<file path="src/rtl/vilk_io_pkg.sv">
// Shared I/O parameters for the DietVilk core and its output capture stage.
package vilk_io_pkg;

    localparam int VILK_DATA_W    = 16;
    localparam int VILK_OUT_DEPTH = 8;
    localparam int VILK_OUT_PTR_W = 3;

endpackage : vilk_io_pkg

</file>
<file path="src/rtl/vilk_sync_fifo.sv">
// Single-clock FIFO with first-word-fall-through head and an occupancy counter.
// Full/empty come from the counter so pointer equality is never ambiguous.
module vilk_sync_fifo
    import vilk_io_pkg::*;
#(
    parameter int DATA_W = VILK_DATA_W,
    parameter int DEPTH  = VILK_OUT_DEPTH,
    parameter int PTR_W  = VILK_OUT_PTR_W
) (
    input  logic              CLK,
    input  logic              reset,
    input  logic              push,
    input  logic              pop,
    input  logic [DATA_W-1:0] wr_data,
    output logic [DATA_W-1:0] rd_data,
    output logic              full,
    output logic              empty,
    output logic [PTR_W:0]    count
);

    logic [DATA_W-1:0] mem_reg [DEPTH];
    logic [PTR_W-1:0]  wr_ptr_reg;
    logic [PTR_W-1:0]  rd_ptr_reg;
    logic [PTR_W:0]    count_reg;
    logic              push_ok;
    logic              pop_ok;

    assign full  = (count_reg == (PTR_W+1)'(DEPTH));
    assign empty = (count_reg == '0);
    assign count = count_reg;

    // A pop on an empty FIFO is void; a push into a full FIFO only lands
    // when a pop frees the head slot in the same cycle.
    assign pop_ok  = pop & ~empty;
    assign push_ok = push & (~full | pop_ok);

    // Head is read combinationally and forced to zero when nothing is stored.
    assign rd_data = empty ? '0 : mem_reg[rd_ptr_reg];

    // Storage write; contents are don't-care after reset so no reset here.
    always_ff @(posedge CLK) begin
        if (push_ok) begin
            mem_reg[wr_ptr_reg] <= wr_data;
        end
    end

    // Pointer and occupancy bookkeeping; pointers wrap naturally at DEPTH.
    always_ff @(posedge CLK) begin
        if (reset) begin
            wr_ptr_reg <= '0;
            rd_ptr_reg <= '0;
            count_reg  <= '0;
        end else begin
            if (push_ok) begin
                wr_ptr_reg <= wr_ptr_reg + PTR_W'(1);
            end
            if (pop_ok) begin
                rd_ptr_reg <= rd_ptr_reg + PTR_W'(1);
            end
            case ({push_ok, pop_ok})
                2'b10:   count_reg <= count_reg + (PTR_W+1)'(1);
                2'b01:   count_reg <= count_reg - (PTR_W+1)'(1);
                default: count_reg <= count_reg;
            endcase
        end
    end

endmodule : vilk_sync_fifo

</file>
<file path="src/rtl/vilk_out_capture.sv">
// Captures every change on the core's outputValue bus into a FIFO and offers
// the captured values to a consumer over valid/ready. Drops are flagged stickily.
module vilk_out_capture
    import vilk_io_pkg::*;
#(
    parameter int DATA_W = VILK_DATA_W,
    parameter int DEPTH  = VILK_OUT_DEPTH,
    parameter int PTR_W  = VILK_OUT_PTR_W
) (
    input  logic              CLK,
    input  logic              reset,
    input  logic [DATA_W-1:0] outputValue,
    output logic [DATA_W-1:0] out_data,
    output logic              out_valid,
    input  logic              out_ready,
    output logic [PTR_W:0]    count,
    output logic              overflow
);

    logic [DATA_W-1:0] last_q_reg;
    logic              overflow_reg;
    logic              push;
    logic              pop;
    logic              drop;
    logic              fifo_full;
    logic              fifo_empty;

    // A capture happens whenever the bus differs from the previous cycle's value.
    // last_q resets to zero, so a zero held out of reset is never captured.
    assign push = (outputValue != last_q_reg);
    assign pop  = out_valid & out_ready;
    assign drop = push & fifo_full & ~pop;

    assign out_valid = ~fifo_empty;
    assign overflow  = overflow_reg;

    vilk_sync_fifo #(
        .DATA_W (DATA_W),
        .DEPTH  (DEPTH),
        .PTR_W  (PTR_W)
    ) u_fifo (
        .CLK     (CLK),
        .reset   (reset),
        .push    (push),
        .pop     (pop),
        .wr_data (outputValue),
        .rd_data (out_data),
        .full    (fifo_full),
        .empty   (fifo_empty),
        .count   (count)
    );

    // Track the previously seen bus value for change detection.
    always_ff @(posedge CLK) begin
        if (reset) begin
            last_q_reg <= '0;
        end else begin
            last_q_reg <= outputValue;
        end
    end

    // Sticky drop flag, cleared only by reset.
    always_ff @(posedge CLK) begin
        if (reset) begin
            overflow_reg <= 1'b0;
        end else if (drop) begin
            overflow_reg <= 1'b1;
        end
    end

endmodule : vilk_out_capture

</file>
<file path="config.mk">
export PLATFORM = sky130hd
export DESIGN_NAME = vilk_out_capture
export DESIGN_NICKNAME = d
export VERILOG_FILES = /design/src/rtl/vilk_io_pkg.sv /design/src/rtl/vilk_sync_fifo.sv /design/src/rtl/vilk_out_capture.sv
export SDC_FILE = /design/constraint.sdc
export NUM_CORES = 1
export LEC_CHECK = 0
export ABC_AREA = 1
export BUFFER_PORTS_ARGS = -buffer_cell sky130_fd_sc_hd__buf_4
export CORE_AREA = 2 2 118 120
export DETAILED_ROUTE_END_ITERATION = 10
export DIE_AREA = 0 0 120 122
export PLACE_DENSITY_LB_ADDON = 0.12
export SLEW_MARGIN = 10
export SYNTH_ARGS = -nofsm -noshare
export SYNTH_HDL_FRONTEND = slang
export SYNTH_HIERARCHICAL = 1
export SYNTH_SLANG_ARGS = --single-unit
</file>
<file path="constraint.sdc">
create_clock -name CLK -period 2.65 [get_ports CLK]
set_input_delay 0.1325 -clock CLK [delete_from_list [all_inputs] [get_ports CLK]]
set_output_delay 0.1325 -clock CLK [all_outputs]
set_load 0.01 [all_outputs]
</file>
== Word level (Yosys, flattened, before mapping) ==
Memory sizes are Yosys's and may differ from the RTL's. A register that Yosys moved wholly into a read port is not among the register bits.
Cells that the tools add are included.

* Logic and storage cells: 31
* Flip-flop bits (word level): 27
* Memories: 1
* RAM bits: 128

* Equal/unequal tests: 4
* Mux-type cells: 6
* $add $sub $neg: 4
* Reductions and logical operators: 2
* Bitwise logic cells: 9

{| class="wikitable"
|+ Memories
! memory !! depth !! width !! read ports !! clocked after Yosys merged registers in !! wr ports !! RTL line !! text
|-
| u_fifo.mem_reg || 8 || 16 || 1 || 1 || 1 || vilk_sync_fifo.sv:21 || <nowiki>logic [DATA_W-1:0] mem_reg [DEPTH];</nowiki>
|}

{| class="wikitable"
|+ Operator list
! operator !! number
|-
| $mux W16 || 1
|-
| $ne A16 B16 Y1 || 1
|-
| $pmux W4 S2 || 1
|-
| $add A3 B1 Y3 const B || 2
|-
| $mux W3 || 2
|-
| $and A1 B1 Y1 || 5
|-
| $add A4 B1 Y4 const B || 1
|-
| $eq A4 B4 Y1 const B || 1
|-
| $logic_not A4 Y1 || 1
|-
| $sub A4 B1 Y4 const B || 1
|-
| $not A1 Y1 || 3
|-
| $eq A2 B1 Y1 const B || 1
|-
| $eq A2 B2 Y1 const B || 1
|-
| $mux W1 || 2
|-
| $reduce_bool A2 Y1 || 1
|-
| $or A1 B1 Y1 || 1
|}

== Depth between registers and ports, before layout ==
Gate-level depths: netlist of the first run.

* Word-level depth: 8
* Depth in mapped cells: 19
* Mapped depth without buffers: 19

== Modules after synthesis ==
Netlist of the first run, hierarchy kept.

{| class="wikitable"
|+ By module, submodules not included
! module !! cells each !! area an instance (um^2) !! seq. area each (um^2) !! times used
|-
| vilk_sync_fifo || 458 || 5720.5 || 4103.9 || 1
|-
| vilk_out_capture || 138 || 798.3 || 340.3 || 1
|}

== Least setup slack after synthesis of the first run ==
No wires, ideal clock.

* Kind: reg-to-reg
* From: reg u_fifo.count_reg[0], in the netlist u_fifo/count[0]
* To: mem u_fifo/mem_reg[0][0] (netlist name) (enable)
* Period minus slack after synthesis: 2.756 ns
* Data arrival time: 2.368 ns
* Path buffers: 1
* Setup time: 0.388 ns
* Slack: -0.106 ns
* Required time: 2.262 ns
* Cell stages (with the launch flop): 12
* Cells stage by stage: dfxtp_1 > nor2_4 > nand2_4 > buf_1 > inv_1 > nor2_1 > inv_1 > nand4_1 > nand2_1 > inv_1 > nand2_1 > nor2_1

* Longest elaborated chain between the ends: 8

{| class="wikitable"
|+ RTL lines
! item !! RTL line !! text
|-
| start, declared || vilk_sync_fifo.sv:24 || <nowiki>logic [PTR_W:0] count_reg;</nowiki>
|-
| start signal, assigned || vilk_sync_fifo.sv:61 || <nowiki>2'b10: count_reg <= count_reg + (PTR_W+1)'(1);</nowiki>
|-
| start signal, assigned || vilk_sync_fifo.sv:62 || <nowiki>2'b01: count_reg <= count_reg - (PTR_W+1)'(1);</nowiki>
|-
| start signal, assigned || vilk_sync_fifo.sv:63 || <nowiki>default: count_reg <= count_reg;</nowiki>
|-
| $logic_not A4 Y1 || vilk_sync_fifo.sv:29 || <nowiki>assign empty = (count_reg == '0);</nowiki>
|-
| net fifo_empty || vilk_out_capture.sv:26 || <nowiki>logic fifo_empty;</nowiki>
|-
| $not A1 Y1 || vilk_out_capture.sv:34 || <nowiki>assign out_valid = ~fifo_empty;</nowiki>
|-
| $and A1 B1 Y1 || vilk_out_capture.sv:31 || <nowiki>assign pop = out_valid & out_ready;</nowiki>
|-
| net pop || vilk_out_capture.sv:23 || <nowiki>logic pop;</nowiki>
|-
| $and A1 B1 Y1 || vilk_sync_fifo.sv:34 || <nowiki>assign pop_ok = pop & ~empty;</nowiki>
|-
| $or A1 B1 Y1 || vilk_sync_fifo.sv:35 || <nowiki>assign push_ok = push & (~full | pop_ok);</nowiki>
|-
| $and A1 B1 Y1 || vilk_sync_fifo.sv:35 ||
|-
| $mux W1 || vilk_sync_fifo.sv:42 || <nowiki>if (push_ok) begin</nowiki>
|-
| $mux W1 (not written as such) || vilk_sync_fifo.sv:43 || <nowiki>mem_reg[wr_ptr_reg] <= wr_data;</nowiki>
|-
| end, declared || vilk_sync_fifo.sv:21 ||
|}

The timed path passes the listed nets, and every way through them passes these cells.

==> results of run 1 <==
-- worst max-delay path: cells and delay by family, from the launching register on --
family                 cells  cell delay [ps]
buffers and inverters      2              740
AND/OR/NAND/NOR            3              430
AO/OA/AOI/OAI              3              320
flip-flops                 1              330
-- stage by stage --
step	TNS (ps)	instances	hold slack (ps)
finish	0	852	11.2
global route	0	852	16.0
CTS	0	852	7.45
detailed placement	0	805	417
global placement	0	805	410
floorplan	-6790	596	202
-- metal layers --
| metal | GRT usage [%] | share of wire, % |
|---|---|---|
| met5 | 0 | 0 |
| met4 | 7.87 | 1.6 |
| met3 | 3.89 | 3.9 |
| met2 | 31.6 | 47 |
| met1 | 27.2 | 47 |
-- where the power goes --
group          switching [mW]  internal [mW]  total, mW
clock                   0.910           1.56       2.47
combinational            1.25          0.765       2.02
sequential              0.134           2.87       3.01
total                    2.30           5.20       7.49
-- final timing paths --
| path | endpoint | slack [ps] | from |
|---|---|---|---|
| setup / recovery | out_data[15] | 260 | flip-flop |
| hold / removal | u_fifo/mem_reg[2][12]$_DFFE_PP_ | 10 | outputValue[12] |
| setup reg to reg | u_fifo/mem_reg[0][11]$_DFFE_PP_ | 330 | u_fifo/count[3]$_SDFFE_PP0P_ |
| hold reg to reg | overflow$_SDFFE_PP0P_ | 450 | overflow$_SDFFE_PP0P_ |
-- synthesized netlist by cell type (all sizes together) (2+ instances only) --
library cell	count	area share [%]
nor2	138	8.1
edfxtp	128	59
o21ai	86	6.6
nand2	72	4.4
inv	57	3.3
dfxtp	30	9.2
buf	20	2.0
mux2i	16	2.5
o22ai	16	1.5
a21oi	11	0.90
nand3	9	0.84
clkbuf	5	0.29
ha	4	0.77
nand4	2	0.19
-- cells by family (layout without fill, tap and decap cells) --
logic type | Yosys count | after routing | share of synthesized area, %
xor+xnor | 1 | 1 | 0.134
simple gates | 221 | 221 | 13.6
mux | 16 | 16 | 2.46
fa+ha+maj | 5 | 5 | 1.07
compound gates | 113 | 113 | 9.04
flops | 158 | 158 | 68.2
buf+inv | 82 | 158 | 5.57
-- repair_timing --
action                                  in CTS  in global routing
hold endpoints to repair                   103                  0
buffers inserted                             0                  0
resized for setup                            0                  1
endpoints found under the setup margin       0                 49
hold buffers                                15                  0
-- area by class of cell --
cell class / instances / area [sq um] / share of cell area, %
Sequential cell: 158 / 4450 / 57.1
Tap cell: 180 / 225 / 2.89
Clock buffer: 19 / 433 / 5.56
Inverter: 57 / 214 / 2.75
Multi-Input combinational cell: 356 / 1720 / 22.2
Timing Repair Buffer: 69 / 568 / 7.30
Clock inverter: 13 / 171 / 2.20
==> reports/results.tsv, run 1 <==
metric	value	unit
gp_congestion	0.820	
dieHeight	122	um
drive_gt1_share	14.4	%
first_pass_iters	5	
critPathMaxFanout	64	
htree_levels	4	
dp_hpwl	8.99	mm
routedWlPerCell	16.0	um
drc	0	
area_growth	19.4	%
layout_commonest_cell	nor2_1	
cp.arrival	2260	ps
ir_worst_vdd	0.000412	V
crit_path_start_kind	flip-flop	
cts_sinks	158	
syn_area	0.00652	sq mm
crit_type	flip-flop to output port	
dp_worst_setup_slack	272	ps
power.total	7.49	mW
final_cell_mix	nor2_1, edfxtp_1, o21ai_0, nand2_1, inv_1	
cts_tree	yes	
final_area	0.00778	sq mm
max_stage_delay	590	ps
p_leak	2.98	nW
cts.clk_slew.worst_paths	60	ps
status	complete, no violations	
synth_cells	596	
totalWireLength	13.6	mm
max_freq	0.418	GHz
yosysWarningCount	6	
rsz0062_at_grt	no	
hold_class	primary input to flip-flop	
largest_reg_flops	128	
crit_chain	buf_4, nor2_1, nor2_1, o21ai_0, o21ai_0, o21ai_0, nor2_1, buf_4	
finalNetCount	683	
drt-initial-drc-count	294	
synth.avg_cell_area	10.9	sq um
io_pins	41	
min_period_over_period	90.3	%
clk_latency	420	ps
grt_max_degree	65	
worst_hold_path.num_cells	1	
die_w	120	um
finalCoreUtilization	57.6	%
ctsLongestPathBuffers	2	
hold_violations	0	
worst_path_max_delay_cell	buf_4	
synth_edf_count	128	
ant_nets	0	
num_vias	4354	
antenna_found_initial	0	
worstMarginPinSlew	750	ps
synth-main-ff-cell	edfxtp_1	
vias_per_cell	5.11	
r2r_cells	11	
skew	4.80	ps
finalCriticalPeriod	2390	ps
diodes	0	
io_buffers	40	
placed_area	0.00703	sq mm
end_kind	output port	
drv_slew	0	
cp.required	2520	ps
synth_cell_types	27	
p_per_area	963	mW/mm^2
cts_root_buf	clkbuf_16	
grt_overflow_total	0	
grt_pass1_vias	4310	
setup_ws	258	ps
fill_cells	1150	
groute.usage.overall	19.9	%
start_util	48.3	%
ys_seq_area_share	68.2	%
grt_first_pass_wirelength	21.9	mm
core	0.0135	sq mm
setup_viol	0	
async_flop_share	0	%
syn-num-nets	620	
slew_headroom	50.0	%
drv_cap	0	
ys_seq_elements	158	
cts_made_buffers	17	
num_rows	43	
dieArea	0.0146	sq mm
(Power assumes the default switching activity.)
==> run 2: changes to the inputs <==
--- a/config.mk
+++ b/config.mk
@@ -5,11 +5,10 @@
 export SDC_FILE = /design/constraint.sdc
 export NUM_CORES = 1
 export LEC_CHECK = 0
-export ABC_AREA = 1
 export BUFFER_PORTS_ARGS = -buffer_cell sky130_fd_sc_hd__buf_4
-export CORE_AREA = 2 2 118 120
+export CORE_AREA = 2 2 115 117
 export DETAILED_ROUTE_END_ITERATION = 10
-export DIE_AREA = 0 0 120 122
+export DIE_AREA = 0 0 117 119
 export PLACE_DENSITY_LB_ADDON = 0.12
 export SLEW_MARGIN = 10
 export SYNTH_ARGS = -nofsm -noshare
==> run 2 against run 1 <==
Critical path depth up 4. Worst hold slack better by 82 ps. Via count down 25%.
==> reports/results.tsv, run 2 <==
metric	value	unit
status	complete, no violations	
num_rows	42	
start_util	48.7	%
clk_latency	410	ps
synth-main-ff-cell	edfxtp_1	
p_per_area	872	mW/mm^2
synth_cells	345	
min_period_over_period	92.0	%
max_freq	0.410	GHz
async_flop_share	0	%
grt_first_pass_wirelength	19.2	mm
dieHeight	119	um
io_pins	41	
r2r_end	u_fifo/count[3]$_SDFFE_PP0P_	
cp.arrival	2780	ps
critPathCapture	u_fifo/count[3]$_SDFFE_PP0P_	
synth_area_leaders	edfxtp_1, mux4_2, dfxtp_1, mux2i_1, xor2_1	
totalWireLength	12.4	mm
largest_reg_flops	128	
yosysMostFrequentCell	edfxtp_1	
synth_edf_count	128	
startpoint	outputValue[11]	
r2r_cells	10	
synth_common_cells	edfxtp_1, mux4_2, dfxtp_1, nor2_1, xor2_1	
yosysWarningCount	6	
slew_headroom	54.4	%
end_kind	flip-flop	
cts_sinks	158	
worstMarginPinSlew	683	ps
dp_hpwl	6.71	mm
cp.required	2990	ps
setup_viol	0	
place_inst	563	
grt_overflow_total	0	
routedWlPerCell	20.0	um
num_vias	3246	
hold_class	primary input to flip-flop	
worstHoldStart	reset	
die_w	117	um
crit_type	primary input to flip-flop	
dieArea	0.0139	sq mm
crit_path_start_kind	primary input	
synth_top_area_share	61.4	%
finalCriticalPeriod	2440	ps
cts.clk_slew.worst_paths	60	ps
rsz0062_at_grt	no	
groute.usage.overall	19.5	%
finalNetCount	454	
drt-initial-drc-count	242	
skew	6.21	ps
layout_commonest_cell	edfxtp_1	
htree_levels	4	
p_leak	2.73	nW
critPathMaxFanout	10	
dp_worst_setup_slack	22.9	ps
r2r_slack	300	ps
syn_area	0.00626	sq mm
grt_max_degree	33	
ir_worst_vdd	0.000510	V
fill_cells	1008	
hold_violations	0	
cts_root_buf	clkbuf_16	
ctsLongestPathBuffers	2	
vias_per_cell	5.25	
drc	0	
setup_ws	213	ps
met3_length	598	um
wirelength_met1	5.58	mm
maxUsedRoutingLayer	met4	
cts_made_buffers	17	
ant_nets	0	
timing.rr.start	u_fifo/count[2]$_SDFFE_PP0P_	
area_growth	23.7	%
post-synth-top-area-cell	edfxtp_1	
ys_seq_elements	158	
synth_cell_types	41	
drv_cap	0	
antenna_found_initial	0	
finalNonFillerCells	618	
io_buffers	40	
grt_pass1_vias	3368	
core	0.0129	sq mm
cts_tree	yes	
drive_gt1_share	31.4	%
final_cell_mix	edfxtp_1, buf_4, mux4_2, dfxtp_1, nor2_1	
wl_met2	6.02	mm
drv_slew	0	
diodes	0	
power.total	6.76	mW
synth.avg_cell_area	18.2	sq um
first_pass_iters	4	
gp_congestion	0.749	
ys_seq_area_share	70.9	%
syn-num-nets	369	
holdWs	93.1	ps
## run 2: metrics by stage
step / cell area [sq um] / util (%) / setup TNS [ps]
after floorplan: 6300 / - / -18830
after global placement: 6910 / 53.7 / 0
after detailed placement: 6910 / 53.7 / 0
after CTS: 7680 / 59.7 / 0
after global routing: 7750 / 60.2 / 0
final: 7750 / 60.2 / 0
## run 2: logic make-up after synthesis
group | share of synthesized area (%)
simple gates | 6.85
flops | 70.9
fa+ha+maj | 1.12
compound gates | 1.88
buf+inv | 1.46
xor+xnor | 3.22
mux | 14.5
## run 2: worst min-delay path by stage
stage / cells after the start / end / slack, ps
6_report: 2 / u_fifo/wr_ptr_reg[1]$_SDFFE_PP0P_ / 90
5_1_grt: 2 / last_q_reg[1]$_SDFF_PP0_ / 100
4_1_cts: 2 / u_fifo/wr_ptr_reg[2]$_SDFFE_PP0P_ / 90
3_5_place_dp: 1 / u_fifo/mem_reg[3][14]$_DFFE_PP_ / 390
3_3_place_gp: 1 / u_fifo/mem_reg[2][0]$_DFFE_PP_ / 390
2_1_floorplan: 1 / last_q_reg[10]$_SDFF_PP0_ / 200
## run 2: what timing repair did
item                                    in CTS  in global routing
endpoints found under the hold margin      128                  0
buffers inserted                             0                  1
endpoints found under the setup margin       0                  1
hold buffers                                23                  0
gates resized for setup                      0                 11
## run 2: worst max-delay path, stage by stage
cell and delay [ps]:
dlygate4sd3_1 540, buf_4 170, xor2_1 170, nor4_2 290, nand4_1 200, or2_4 310, inv_2 80, ha_1 250
nand3_2 110, nor4bb_4 280, o21bai_1 100, a31oi_1 120
## run 2: area by class of cell
type	count	area [sq um]	share of cell area (%)
timing repair buffer	81	678	8.75
multi-input combinational	167	1850	23.9
clock inverter	10	97.6	1.26
tap	176	220	2.84
sequential	158	4450	57.4
inverter	5	18.8	0.242
clock buffer	21	440	5.68
## run 2: per-layer routing
layer,global-route usage (%),up-vias
met3,4.89,13
li1,-,1503
met1,28.1,1656
met2,29.6,74
met4,6.18,0
met5,0,-
## run 2: where the power goes
part	total, mW	internal [mW]	switching (mW)
combinational	1.59	0.789	0.800
clock	2.24	1.36	0.876
sequential	2.93	2.86	0.0747
total	6.76	5.01	1.75
